<file path="config.mk">
export PLATFORM = sky130hd
export DESIGN_NAME = arith_arbiter
export DESIGN_NICKNAME = d
export VERILOG_FILES = /design/src/rtl/arith_arbiter.sv
export SDC_FILE = /design/constraint.sdc
export NUM_CORES = 1
export LEC_CHECK = 0
export BUFFER_PORTS_ARGS = -buffer_cell sky130_fd_sc_hd__buf_2
export CAP_MARGIN = 20
export CORE_AREA = 2 2 131 133
export DETAILED_ROUTE_END_ITERATION = 16
export DIE_AREA = 0 0 133 135
export PLACE_DENSITY = 0.61
export SKIP_LAST_GASP = 1
export SLEW_MARGIN = 30
export SYNTH_ARGS = -nofsm -noshare
export SYNTH_HDL_FRONTEND = slang
export SYNTH_SLANG_ARGS = --single-unit
</file>
<file path="constraint.sdc">
create_clock -name clk -period 2.18 [get_ports clk]
set_clock_uncertainty 0.15 [all_clocks]
set_input_delay 0.327 -clock clk [delete_from_list [all_inputs] [get_ports clk]]
set_output_delay 0.327 -clock clk [all_outputs]
set_load 0.05 [all_outputs]
</file>
<file path="src/rtl/arith_arbiter.sv">
// Round-robin arbiter sharing one slowmpy multiplier and one div divider between NREQ requesters.
// Optional WAIT watchdog compiled in with `define ARITH_ARB_TIMEOUT_EN (limit set by TIMEOUT).
module arith_arbiter #(
   parameter int NREQ    = 2,
   parameter int TIMEOUT = 63
) (
   input  logic                 clk,
   input  logic                 reset,
   input  logic [NREQ-1:0]      req,
   input  logic [NREQ-1:0]      op,
   input  logic [32*NREQ-1:0]   req_a,
   input  logic [32*NREQ-1:0]   req_b,
   output logic [NREQ-1:0]      gnt,
   output logic [NREQ-1:0]      rsp_valid,
   output logic [31:0]          rsp_data,
   output logic                 rsp_err,
   output logic                 mul_stb,
   output logic [15:0]          mul_a,
   output logic [15:0]          mul_b,
   input  logic                 mul_busy,
   input  logic                 mul_done,
   input  logic [31:0]          mul_p,
   output logic                 div_start,
   output logic [31:0]          div_a,
   output logic [31:0]          div_b,
   input  logic                 div_busy,
   input  logic                 div_done,
   input  logic                 div_valid,
   input  logic                 div_dbz,
   input  logic                 div_ovf,
   input  logic [31:0]          div_val,
   output logic [1:0]           dbg_state
);

   localparam int IDXW = (NREQ > 2) ? 2 : 1;

   if (NREQ < 2 || NREQ > 4 || TIMEOUT < 1 || TIMEOUT > 255) begin : g_param_check
      $error("arith_arbiter: NREQ must be 2..4 and TIMEOUT 1..255");
   end

   // Handshake: requester holds req/op/operands until its rsp_valid; gnt is high from
   // the cycle after selection through the rsp_valid cycle; rsp_valid is a one-cycle strobe.
   typedef enum logic [1:0] {
      S_IDLE  = 2'd0,
      S_ISSUE = 2'd1,
      S_WAIT  = 2'd2,
      S_RESP  = 2'd3
   } state_t;

   state_t               state_q, state_d;
   logic [IDXW-1:0]      idx_q, idx_d;
   logic [IDXW-1:0]      last_q, last_d;
   logic                 is_div_q, is_div_d;
   logic [31:0]          a_q, a_d;
   logic [31:0]          b_q, b_d;
   logic [NREQ-1:0]      gnt_q, gnt_d;
   logic [NREQ-1:0]      rsp_valid_q, rsp_valid_d;
   logic [31:0]          rsp_data_q, rsp_data_d;
   logic                 rsp_err_q, rsp_err_d;
   logic                 mul_stb_q, mul_stb_d;
   logic                 div_start_q, div_start_d;
`ifdef ARITH_ARB_TIMEOUT_EN
   localparam logic [7:0] TIMEOUT_CNT = 8'(TIMEOUT);
   logic [7:0]           cnt_q, cnt_d;
`endif

   logic [31:0]          a_arr [NREQ];
   logic [31:0]          b_arr [NREQ];

   for (genvar i = 0; i < NREQ; i++) begin : g_unpack
      assign a_arr[i] = req_a[32*i +: 32];
      assign b_arr[i] = req_b[32*i +: 32];
   end

   function automatic logic [NREQ-1:0] to_onehot(input logic [IDXW-1:0] i);
      logic [NREQ-1:0] v;
      v    = '0;
      v[i] = 1'b1;
      return v;
   endfunction

   // Round-robin pick: first set request searching upward from last+1, wrapping.
   int                   rr_cand;
   logic [IDXW-1:0]      rr_idx;
   logic                 sel_found;
   logic [IDXW-1:0]      sel_idx;

   always_comb begin
      rr_cand   = 0;
      rr_idx    = '0;
      sel_found = 1'b0;
      sel_idx   = '0;
      for (int k = 1; k <= NREQ; k++) begin
         rr_cand = (int'(last_q) + k) % NREQ;
         rr_idx  = IDXW'(rr_cand);
         if (!sel_found && req[rr_idx]) begin
            sel_found = 1'b1;
            sel_idx   = rr_idx;
         end
      end
   end

   logic unit_busy;
   logic unit_done;

   always_comb begin
      state_d     = state_q;
      idx_d       = idx_q;
      last_d      = last_q;
      is_div_d    = is_div_q;
      a_d         = a_q;
      b_d         = b_q;
      gnt_d       = gnt_q;
      rsp_valid_d = '0;
      rsp_data_d  = rsp_data_q;
      rsp_err_d   = rsp_err_q;
      mul_stb_d   = 1'b0;
      div_start_d = 1'b0;
`ifdef ARITH_ARB_TIMEOUT_EN
      cnt_d       = cnt_q;
`endif
      unit_busy   = is_div_q ? div_busy : mul_busy;
      unit_done   = is_div_q ? div_done : mul_done;

      case (state_q)
         S_IDLE: begin
            if (sel_found) begin
               idx_d    = sel_idx;
               is_div_d = op[sel_idx];
               a_d      = a_arr[sel_idx];
               b_d      = b_arr[sel_idx];
               gnt_d    = to_onehot(sel_idx);
               state_d  = S_ISSUE;
            end
         end
         S_ISSUE: begin
            if (!unit_busy) begin
               mul_stb_d   = ~is_div_q;
               div_start_d = is_div_q;
               state_d     = S_WAIT;
`ifdef ARITH_ARB_TIMEOUT_EN
               cnt_d       = '0;
`endif
            end
         end
         S_WAIT: begin
            if (unit_done) begin
               rsp_valid_d = to_onehot(idx_q);
               rsp_data_d  = is_div_q ? div_val : mul_p;
               rsp_err_d   = is_div_q & (div_dbz | div_ovf | ~div_valid);
               state_d     = S_RESP;
            end
`ifdef ARITH_ARB_TIMEOUT_EN
            else if (cnt_q + 8'd1 == TIMEOUT_CNT) begin
               // Unit never answered: report an error; its late done lands outside WAIT.
               rsp_valid_d = to_onehot(idx_q);
               rsp_data_d  = '0;
               rsp_err_d   = 1'b1;
               state_d     = S_RESP;
            end else begin
               cnt_d = cnt_q + 8'd1;
            end
`endif
         end
         S_RESP: begin
            gnt_d   = '0;
            last_d  = idx_q;
            state_d = S_IDLE;
         end
         default: state_d = S_IDLE;
      endcase
   end

   always_ff @(posedge clk) begin
      if (reset) begin
         state_q     <= S_IDLE;
         idx_q       <= '0;
         last_q      <= IDXW'(NREQ - 1);
         is_div_q    <= 1'b0;
         a_q         <= '0;
         b_q         <= '0;
         gnt_q       <= '0;
         rsp_valid_q <= '0;
         rsp_data_q  <= '0;
         rsp_err_q   <= 1'b0;
         mul_stb_q   <= 1'b0;
         div_start_q <= 1'b0;
`ifdef ARITH_ARB_TIMEOUT_EN
         cnt_q       <= '0;
`endif
      end else begin
         state_q     <= state_d;
         idx_q       <= idx_d;
         last_q      <= last_d;
         is_div_q    <= is_div_d;
         a_q         <= a_d;
         b_q         <= b_d;
         gnt_q       <= gnt_d;
         rsp_valid_q <= rsp_valid_d;
         rsp_data_q  <= rsp_data_d;
         rsp_err_q   <= rsp_err_d;
         mul_stb_q   <= mul_stb_d;
         div_start_q <= div_start_d;
`ifdef ARITH_ARB_TIMEOUT_EN
         cnt_q       <= cnt_d;
`endif
      end
   end

   assign gnt       = gnt_q;
   assign rsp_valid = rsp_valid_q;
   assign rsp_data  = rsp_data_q;
   assign rsp_err   = rsp_err_q;
   assign mul_stb   = mul_stb_q;
   assign mul_a     = a_q[15:0];
   assign mul_b     = b_q[15:0];
   assign div_start = div_start_q;
   assign div_a     = a_q;
   assign div_b     = b_q;
   assign dbg_state = state_q;

endmodule

</file>
## Word level (Yosys, flattened, before mapping)

Index checks and enable logic that the tools add are counted.
W data, S select, Z words.

- $add $sub $neg: 2
- $mul: 0
- Div/mod/pow operators: 0
- Magnitude comparators: 7
- Equality and inequality tests: 6
- Shifts and indexed selects: 0
- Multiplexer cells: 29
- Bitwise gates (word level): 9
- Reductions and logical operators: 12

Operators with widths:

| cell | count |
|---|---|
| $mux W32 | 7 |
| $mux W1 | 14 |
| $lt A1 B2 Y1 const B | 4 |
| $mux W2 | 4 |
| $pmux W2 S4 | 1 |
| $ne A2 B2 Y1 const B | 3 |
| $reduce_and A2 Y1 | 3 |
| $reduce_or A3 Y1 | 2 |
| $not A1 Y1 | 5 |
| $eq A2 B2 Y1 const B | 2 |
| $pmux W2 S2 | 1 |
| $logic_and A1 B1 Y1 | 3 |
| $reduce_and A3 Y1 | 1 |
| $add A1 B1 Y1 const B | 2 |
| $demux W1 S1 | 2 |
| $eq A2 B1 Y1 const B | 1 |
| $ge A1 B1 Y1 const B | 2 |
| $ge A2 B2 Y1 const B | 1 |
| $logic_not A2 Y1 | 1 |
| $not A1 Y2 | 1 |
| $or A1 B1 Y1 | 2 |
| $reduce_bool A2 Y1 | 1 |
| $and A1 B1 Y1 | 1 |
| $logic_not A1 Y1 | 1 |

- Register bits: 108
- Bits in latches: 0
- Memory bits (writable): 0
- Memory bits (read-only): 0
- Input bits: 205
- Output and inout port bits: 137
- Logic and storage cells: 77
- Memories kept: 0

## Logic depth before layout (Yosys ltp)

Gate-level depths: netlist of the first run.

- Word-level depth: 13
- Depth in mapped cells: 7
- Mapped depth without buffers: 5

## Worst setup path before layout of the first run

Ideal clock, no wire load.

- Path kind: register to register
- Start: register state_q[0] (netlist: dbg_state[0])
- End: register state_q[0] (netlist: dbg_state[0])
- Setup time: 86 ps
- Arrival time: 1883 ps
- Data required time: 1944 ps
- Slack: 60 ps
- Stages on the path, launching flop included: 6
- Buffers on the path: 1
- Clock period less this slack: 2120 ps
- Cells stage by stage: dfxtp_1 -> inv_1 -> ha_1 -> clkbuf_1 -> a221o_1 -> a221oi_2

- Cells in the longest elaborated chain, start to end: 3
- Elaborated cells between the ends (all ways): 9
- Classes of those cells: 6 x eq/ne; 1 x mux; 2 x reduce/logical

RTL lines:

| what | RTL line | RTL |
|---|---|---|
| from (decl) | 50 | `state_t state_q, state_d;` |
| from (signal assigned) | 192 | `state_q <= state_d;` |
| $eq A2 B2 Y1, or another cell as far along | 125 | `case (state_q)` |
| $ne A2 B2 Y1 (no source line) | -- |  |
| $reduce_and A3 Y1 (no source line) | -- |  |

Parallel ways exist; a longest one is shown, timed or not.
A chain may end at the register's enable or synchronous reset.

## Final worst setup path of the first run

- Start: register state_q[0] (netlist: dbg_state[0])
- End: register a_q[13] (netlist: div_a[13])

- Cells in the longest elaborated chain, start to end: 2

RTL lines:

| what | RTL line | RTL |
|---|---|---|
| $logic_not A2 Y1 | 125 |  |
| $reduce_and A2 Y1 (no source line) | -- |  |
| to (signal assigned) | 180 | `a_q <= '0;` |
| to (signal assigned) | 196 | `a_q <= a_d;` |
| to (decl) | 54 | `logic [31:0] a_q, a_d;` |

Every way passes these cells.

==> impl_metrics.env, run 1 <==
export IMPL_power_total_mw=10.6
export IMPL_drive_above_1_share=0.467
export IMPL_start_util=0.309
export IMPL_grt_max_degree=54
export IMPL_fin_tns_setup_ns=0
export IMPL_max_slew_margin=0.558
export IMPL_netlist_instances=523
export IMPL_cts_sinks=108
export IMPL_drtPass1Iterations=4
export IMPL_fin_ws_ns=0.273
export IMPL_critPathLaunchType="register"
export IMPL_grt_pass1_wl_mm=23.1
export IMPL_first_iter_violations=103
export IMPL_routed_wl_mm=15.0
export IMPL_drc=0
export IMPL_synthToLayoutAreaGrowth_pct=39.5
export IMPL_grt_ovfl_total=0
export IMPL_clk_latency_ns=0.34
export IMPL_reg2reg_depth=6
export IMPL_max_slew_worst_pin_slew_ns=0.664
export IMPL_critPathMaxFanout=48
export IMPL_dp_slack_ns=0.276
export IMPL_h_tree_depth=3
export IMPL_num_vias=4818
export IMPL_root_buffer="clkbuf_16"
export IMPL_rows=47
export IMPL_dieHeight_um=135
export IMPL_fp_coreArea_um2=16400
export IMPL_gp_congestion=0.750
export IMPL_endpoint_kind="register"
export IMPL_cp_required_ns=2.27
export IMPL_syn_num_nets=733
export IMPL_dpl_hpwl_mm=11.6
export IMPL_io_pins=342
export IMPL_io_buffers=341
export IMPL_endpoint="div_a[13]"
export IMPL_numCtsBuffers=9
export IMPL_fmax_mhz=524
export IMPL_dieArea_um2=18000
export IMPL_synth_seq_cells=108
export IMPL_synth_warnings=0
export IMPL_vias_per_cell=4.63
export IMPL_avgSynthCellArea_um2=9.70
export IMPL_synth_area_um2=5070
export IMPL_total_leakage_power_nw=3.35
export IMPL_final_nets=1026
export IMPL_ys_flop_type="dfxtp_1"
export IMPL_reg2reg_from="dbg_state[0]"
export IMPL_r2r_end="div_a[13]"
export IMPL_postCtsSetupBuffers=0
export IMPL_first_global_vias=4542
export IMPL_r2r_setup_slack_ns=0.27
export IMPL_cts_clk_slew_worst_paths_ns=0.07
export IMPL_cts_tree="built"
export IMPL_crit_arrival_ns=2.00
export IMPL_min_period_ns=1.91
export IMPL_ir_drop_uv=697
export IMPL_postCtsHoldBufs=0
export IMPL_post_drt_wl_per_cell_um=14.4
export IMPL_finalHoldViolCount=0
export IMPL_final_common_cell="buf_2"
export IMPL_critPathKind="reg -> reg"
export IMPL_cts_max_path_buffers=2
export IMPL_grt_antenna_before_repair=0
export IMPL_diodes=0
export IMPL_finalSetupViolCount=0
export IMPL_grt_usage=0.162
export IMPL_drtAntennaViolNets=0
export IMPL_postSynth_asyncResetShare=0
export IMPL_synth_edff_count=0
export IMPL_min_period_over_period=0.875
export IMPL_cp_startpoint="dbg_state[0]"
export IMPL_power_density_nw_per_um2=1500
export IMPL_status="finished clean"
export IMPL_ys_types=30
export IMPL_drv_slew=0
export IMPL_min_path_type="in -> reg"
export IMPL_synth_seq_area_share=0.426
export IMPL_maxCapViolCount=0
export IMPL_layout_common_cells="buf_2, dfxtp_1, mux2i_1"
export IMPL_die_w_um=133
export IMPL_rsz0062_at_grt="no"
==> worst min-delay path by stage <==
stage	start	endpoint	slack, ns	depth (start not counted)
after floorplan	div_busy	div_start	0.25	1
final	mul_busy	mul_stb	0.03	2
after global routing	div_busy	div_start	0.01	2
after global placement	gnt[1]	gnt[1]	0.31	2
after CTS	div_busy	div_start	0.005	2
after detailed placement	gnt[0]	gnt[0]	0.32	2
==> timing repair <==
item / CTS / global route
gates resized for setup: 0 / 0
endpoints found under the hold margin: 0 / 0
setup endpoints to repair: 0 / 1
==> worst max-delay path: stages (launching register included) <==
cell and delay (ns):
dfxtp_1 0.34, inv_1 0.14, ha_1 0.30, o21a_4 0.29, buf_12 0.25, nor2_1 0.06, a211oi_1 0.25
==> synth_stat cells (2+ instances only) <==
| master | n | area, um2 |
|---|---|---|
| nand2_1 | 2 | 7.51 |
| mux2_2 | 2 | 22.5 |
| nor3b_1 | 2 | 15.0 |
| mux2i_1 | 99 | 991 |
| clkbuf_1 | 28 | 105 |
| nor2b_1 | 2 | 12.5 |
| dfxtp_1 | 108 | 2160 |
| a211oi_1 | 98 | 736 |
| buf_2 | 9 | 45.0 |
| buf_1 | 2 | 7.51 |
| a21oi_1 | 36 | 180 |
| buf_4 | 36 | 270 |
| nor2_1 | 68 | 255 |
| nand2b_1 | 3 | 18.8 |
| o21ai_0 | 4 | 20.0 |
| ha_1 | 5 | 62.6 |
| inv_1 | 3 | 11.3 |
| buf_6 | 4 | 45.0 |
==> report_power, final <==
part           leakage [nW]  total [mW]  switching (mW)  internal (mW)
logic                  2.34        6.05            4.52           1.53
registers             0.890        3.01           0.397           2.61
clock network         0.126        1.52           0.738          0.781
total                  3.35        10.6            5.65           4.93
==> metal layers <==
metal,global-route usage,share of wire,up-vias
met5,0,0,-
met3,0.0372,0.071,15
met1,0.200,0.44,2122
met4,0.0609,0.017,0
li1,-,-,2470
met2,0.275,0.47,211
==> state kept, by name, summed over array words and instances (netlist names) <==
name	cells
dbg_state	2
div_a	32
div_b	32
div_start	1
gnt	2
idx_q	1
is_div_q	1
last_q	1
mul_stb	1
rsp_data	32
rsp_err	1
rsp_valid	2
==> final cells by class <==
class | instances | area, um2
clock buffer | 11 | 233
clock inverter | 5 | 37.5
fill | 1613 | 9330
inverter | 3 | 11.3
multi-input combinational | 334 | 2450
sequential | 108 | 2160
tap | 220 | 275
timing repair buffer | 360 | 1900
==> metrics by stage <==
stage               cell area (um2)  hold WS (ns)  utilization  cells
CTS                            7060       0.00529        0.431   1040
global route                   7070        0.0108        0.431   1041
finish                         7070        0.0285        0.431   1041
floorplan                      5070         0.253            -    523
detailed placement             6790         0.320        0.414   1024
global placement               6790         0.311        0.414   1024
==> cell families after synthesis <==
logic type / share of synthesized area
compound gates: 0.196
flops: 0.426
mux: 0.200
simple gates: 0.0696
buf+inv: 0.0955
fa+ha+maj: 0.0123
No activity file was read; power rests on OpenSTA's default activity.
==> inputs of run 2 (changes only) <==
--- a/config.mk
+++ b/config.mk
@@ -5,7 +5,7 @@
 export SDC_FILE = /design/constraint.sdc
 export NUM_CORES = 1
 export LEC_CHECK = 0
-export BUFFER_PORTS_ARGS = -buffer_cell sky130_fd_sc_hd__buf_2
+export BUFFER_PORTS_ARGS = -buffer_cell sky130_fd_sc_hd__buf_4
 export CAP_MARGIN = 20
 export CORE_AREA = 2 2 131 133
 export DETAILED_ROUTE_END_ITERATION = 16
==> run 2 against run 1 <==
Clock-buffer cell count shrank 2. Power increased by 6.7%. Sequential cell count did not move. Wire length grew 11%. Critical endpoint is now dbg_state[1]. Utilization up 4.9 points. Combinational power grew 10%. Largest cell class is now buffers. Hold slack better by 0.10 ns. Critical path type unchanged.
==> impl_metrics.env, run 2 (synthesis gave the netlist of run 1 again) <==
export IMPL_drtAntennaViolNets=0
export IMPL_numCtsBuffers=9
export IMPL_cp_startpoint="dbg_state[0]"
export IMPL_io_pins=342
export IMPL_rows=47
export IMPL_slowest_delay_ns=0.46
export IMPL_total_leakage_power_nw=3.54
export IMPL_critPathKind="reg -> reg"
export IMPL_final_util=0.480
export IMPL_crit_buf_inv=1
export IMPL_synthToLayoutAreaGrowth_pct=55.4
export IMPL_cp_required_ns=2.31
export IMPL_final_nets=1019
export IMPL_dpl_hpwl_mm=13.0
export IMPL_drc=0
export IMPL_rsz0062_at_grt="no"
export IMPL_grt_ovfl_total=0
export IMPL_dieHeight_um=135
export IMPL_drv_slew=0
export IMPL_crit_arrival_ns=2.07
export IMPL_first_iter_violations=146
export IMPL_fp_coreArea_um2=16400
export IMPL_grt_pass1_wl_mm=25.5
export IMPL_finalSetupViolCount=0
export IMPL_fmax_mhz=515
export IMPL_num_vias=4967
export IMPL_ir_drop_uv=692
export IMPL_layout_common_cells="buf_4, dfxtp_1, mux2i_1"
export IMPL_grt_usage=0.180
export IMPL_dp_slack_ns=0.278
export IMPL_root_buffer="clkbuf_16"
export IMPL_cts_tree="built"
export IMPL_final_common_cell="buf_4"
export IMPL_crit_slowest_cell="nor3b_1"
export IMPL_maxCapViolCount=0
export IMPL_r2r_end="dbg_state[1]"
export IMPL_clk_latency_ns=0.35
export IMPL_h_tree_depth=3
export IMPL_drive_above_1_share=0.462
export IMPL_min_period_over_period=0.891
export IMPL_nFillCells=1534
export IMPL_cts_repair_resized=0
export IMPL_reg2reg_depth=5
export IMPL_drtPass1Iterations=4
export IMPL_diodes=0
export IMPL_die_w_um=133
export IMPL_r2r_setup_slack_ns=0.24
export IMPL_vias_per_cell=4.80
export IMPL_dieArea_um2=18000
export IMPL_fin_tns_setup_ns=0
export IMPL_first_global_vias=4978
export IMPL_gp_congestion=0.809
export IMPL_post_drt_wl_per_cell_um=16.2
export IMPL_grt_antenna_before_repair=0
export IMPL_status="finished clean"
export IMPL_cts_max_path_buffers=2
export IMPL_cp_depth=5
export IMPL_path_cells="inv_1 -> ha_1 -> nor3b_1 -> a221o_1 -> mux2i_1"
export IMPL_io_buffers=341
export IMPL_power_density_nw_per_um2=1430
export IMPL_fin_ws_ns=0.237
export IMPL_max_slew_margin=0.578
export IMPL_cts_clk_slew_worst_paths_ns=0.08
export IMPL_min_path_type="in -> reg"
export IMPL_grt_max_degree=58
export IMPL_cp_top_family="simple AND/OR/NAND/NOR gates"
export IMPL_finalHoldViolCount=0
export IMPL_reg2reg_from="dbg_state[0]"
export IMPL_critPathMaxFanout=6
export IMPL_critPathLaunchType="register"
export IMPL_endpoint_kind="register"
export IMPL_holdPathStages=3
export IMPL_max_slew_worst_pin_slew_ns=0.633
export IMPL_routed_wl_mm=16.7
export IMPL_cts_sinks=108
export IMPL_min_period_ns=1.94
export IMPL_start_util=0.309
export IMPL_endpoint="dbg_state[1]"
run 2: layout make-up:
class / count / area, um2 / area share
clock inverters: 7 / 50.0 / 0.00635
repair buffers: 354 / 2710 / 0.344
clock buffers: 9 / 225 / 0.0286
flip-flops and latches: 108 / 2160 / 0.275
inverters: 3 / 11.3 / 0.00143
multi-input cells: 333 / 2440 / 0.310
well taps: 220 / 275 / 0.0349
run 2: where the power goes:
part           internal, mW  leakage (nW)  switching (mW)
Clock                 0.782         0.140           0.765
Sequential             2.61         0.890           0.463
Combinational          2.10          2.51            4.56
run 2: worst min path at each step:
stage / from / end / slack (ns)
floorplan: div_busy / div_start / 0.25
CTS: div_done / rsp_err / 0.12
global route: div_done / rsp_err / 0.13
detailed placement: gnt[1] / gnt[1] / 0.32
finish: div_done / rsp_err / 0.13
global placement: gnt[0] / gnt[0] / 0.32
run 2: worst reg2reg max path: stages (launching register included):
cell,delay (ns)
dfxtp_1,0.34
inv_1,0.15
ha_1,0.30
nor3b_1,0.46
a221o_1,0.26
mux2i_1,0.22
run 2: stage by stage:
stage                     power (mW)  instances  hold WS [ns]  cell area, um2
after floorplan                 7.97        523         0.253            5070
after global placement          9.71       1016         0.316            7580
after detailed placement        9.83       1016         0.320            7580
after CTS                       11.4       1034         0.120            7880
after global routing            11.8       1034         0.127            7880
final                           11.3       1034         0.131            7880
run 2: timing repair:
action	in CTS	in global routing
setup buffers	0	0
endpoints found under the hold margin	2	0
hold buffers	2	0
run 2: routing by layer:
| metal | GRT usage | up-vias | routed length (um) |
|---|---|---|---|
| met4 | 0.0687 | 0 | 349 |
| li1 | - | 2448 | - |
| met5 | 0 | - | 0 |
| met3 | 0.0563 | 20 | 1490 |
| met1 | 0.193 | 2269 | 6280 |
| met2 | 0.329 | 230 | 8590 |
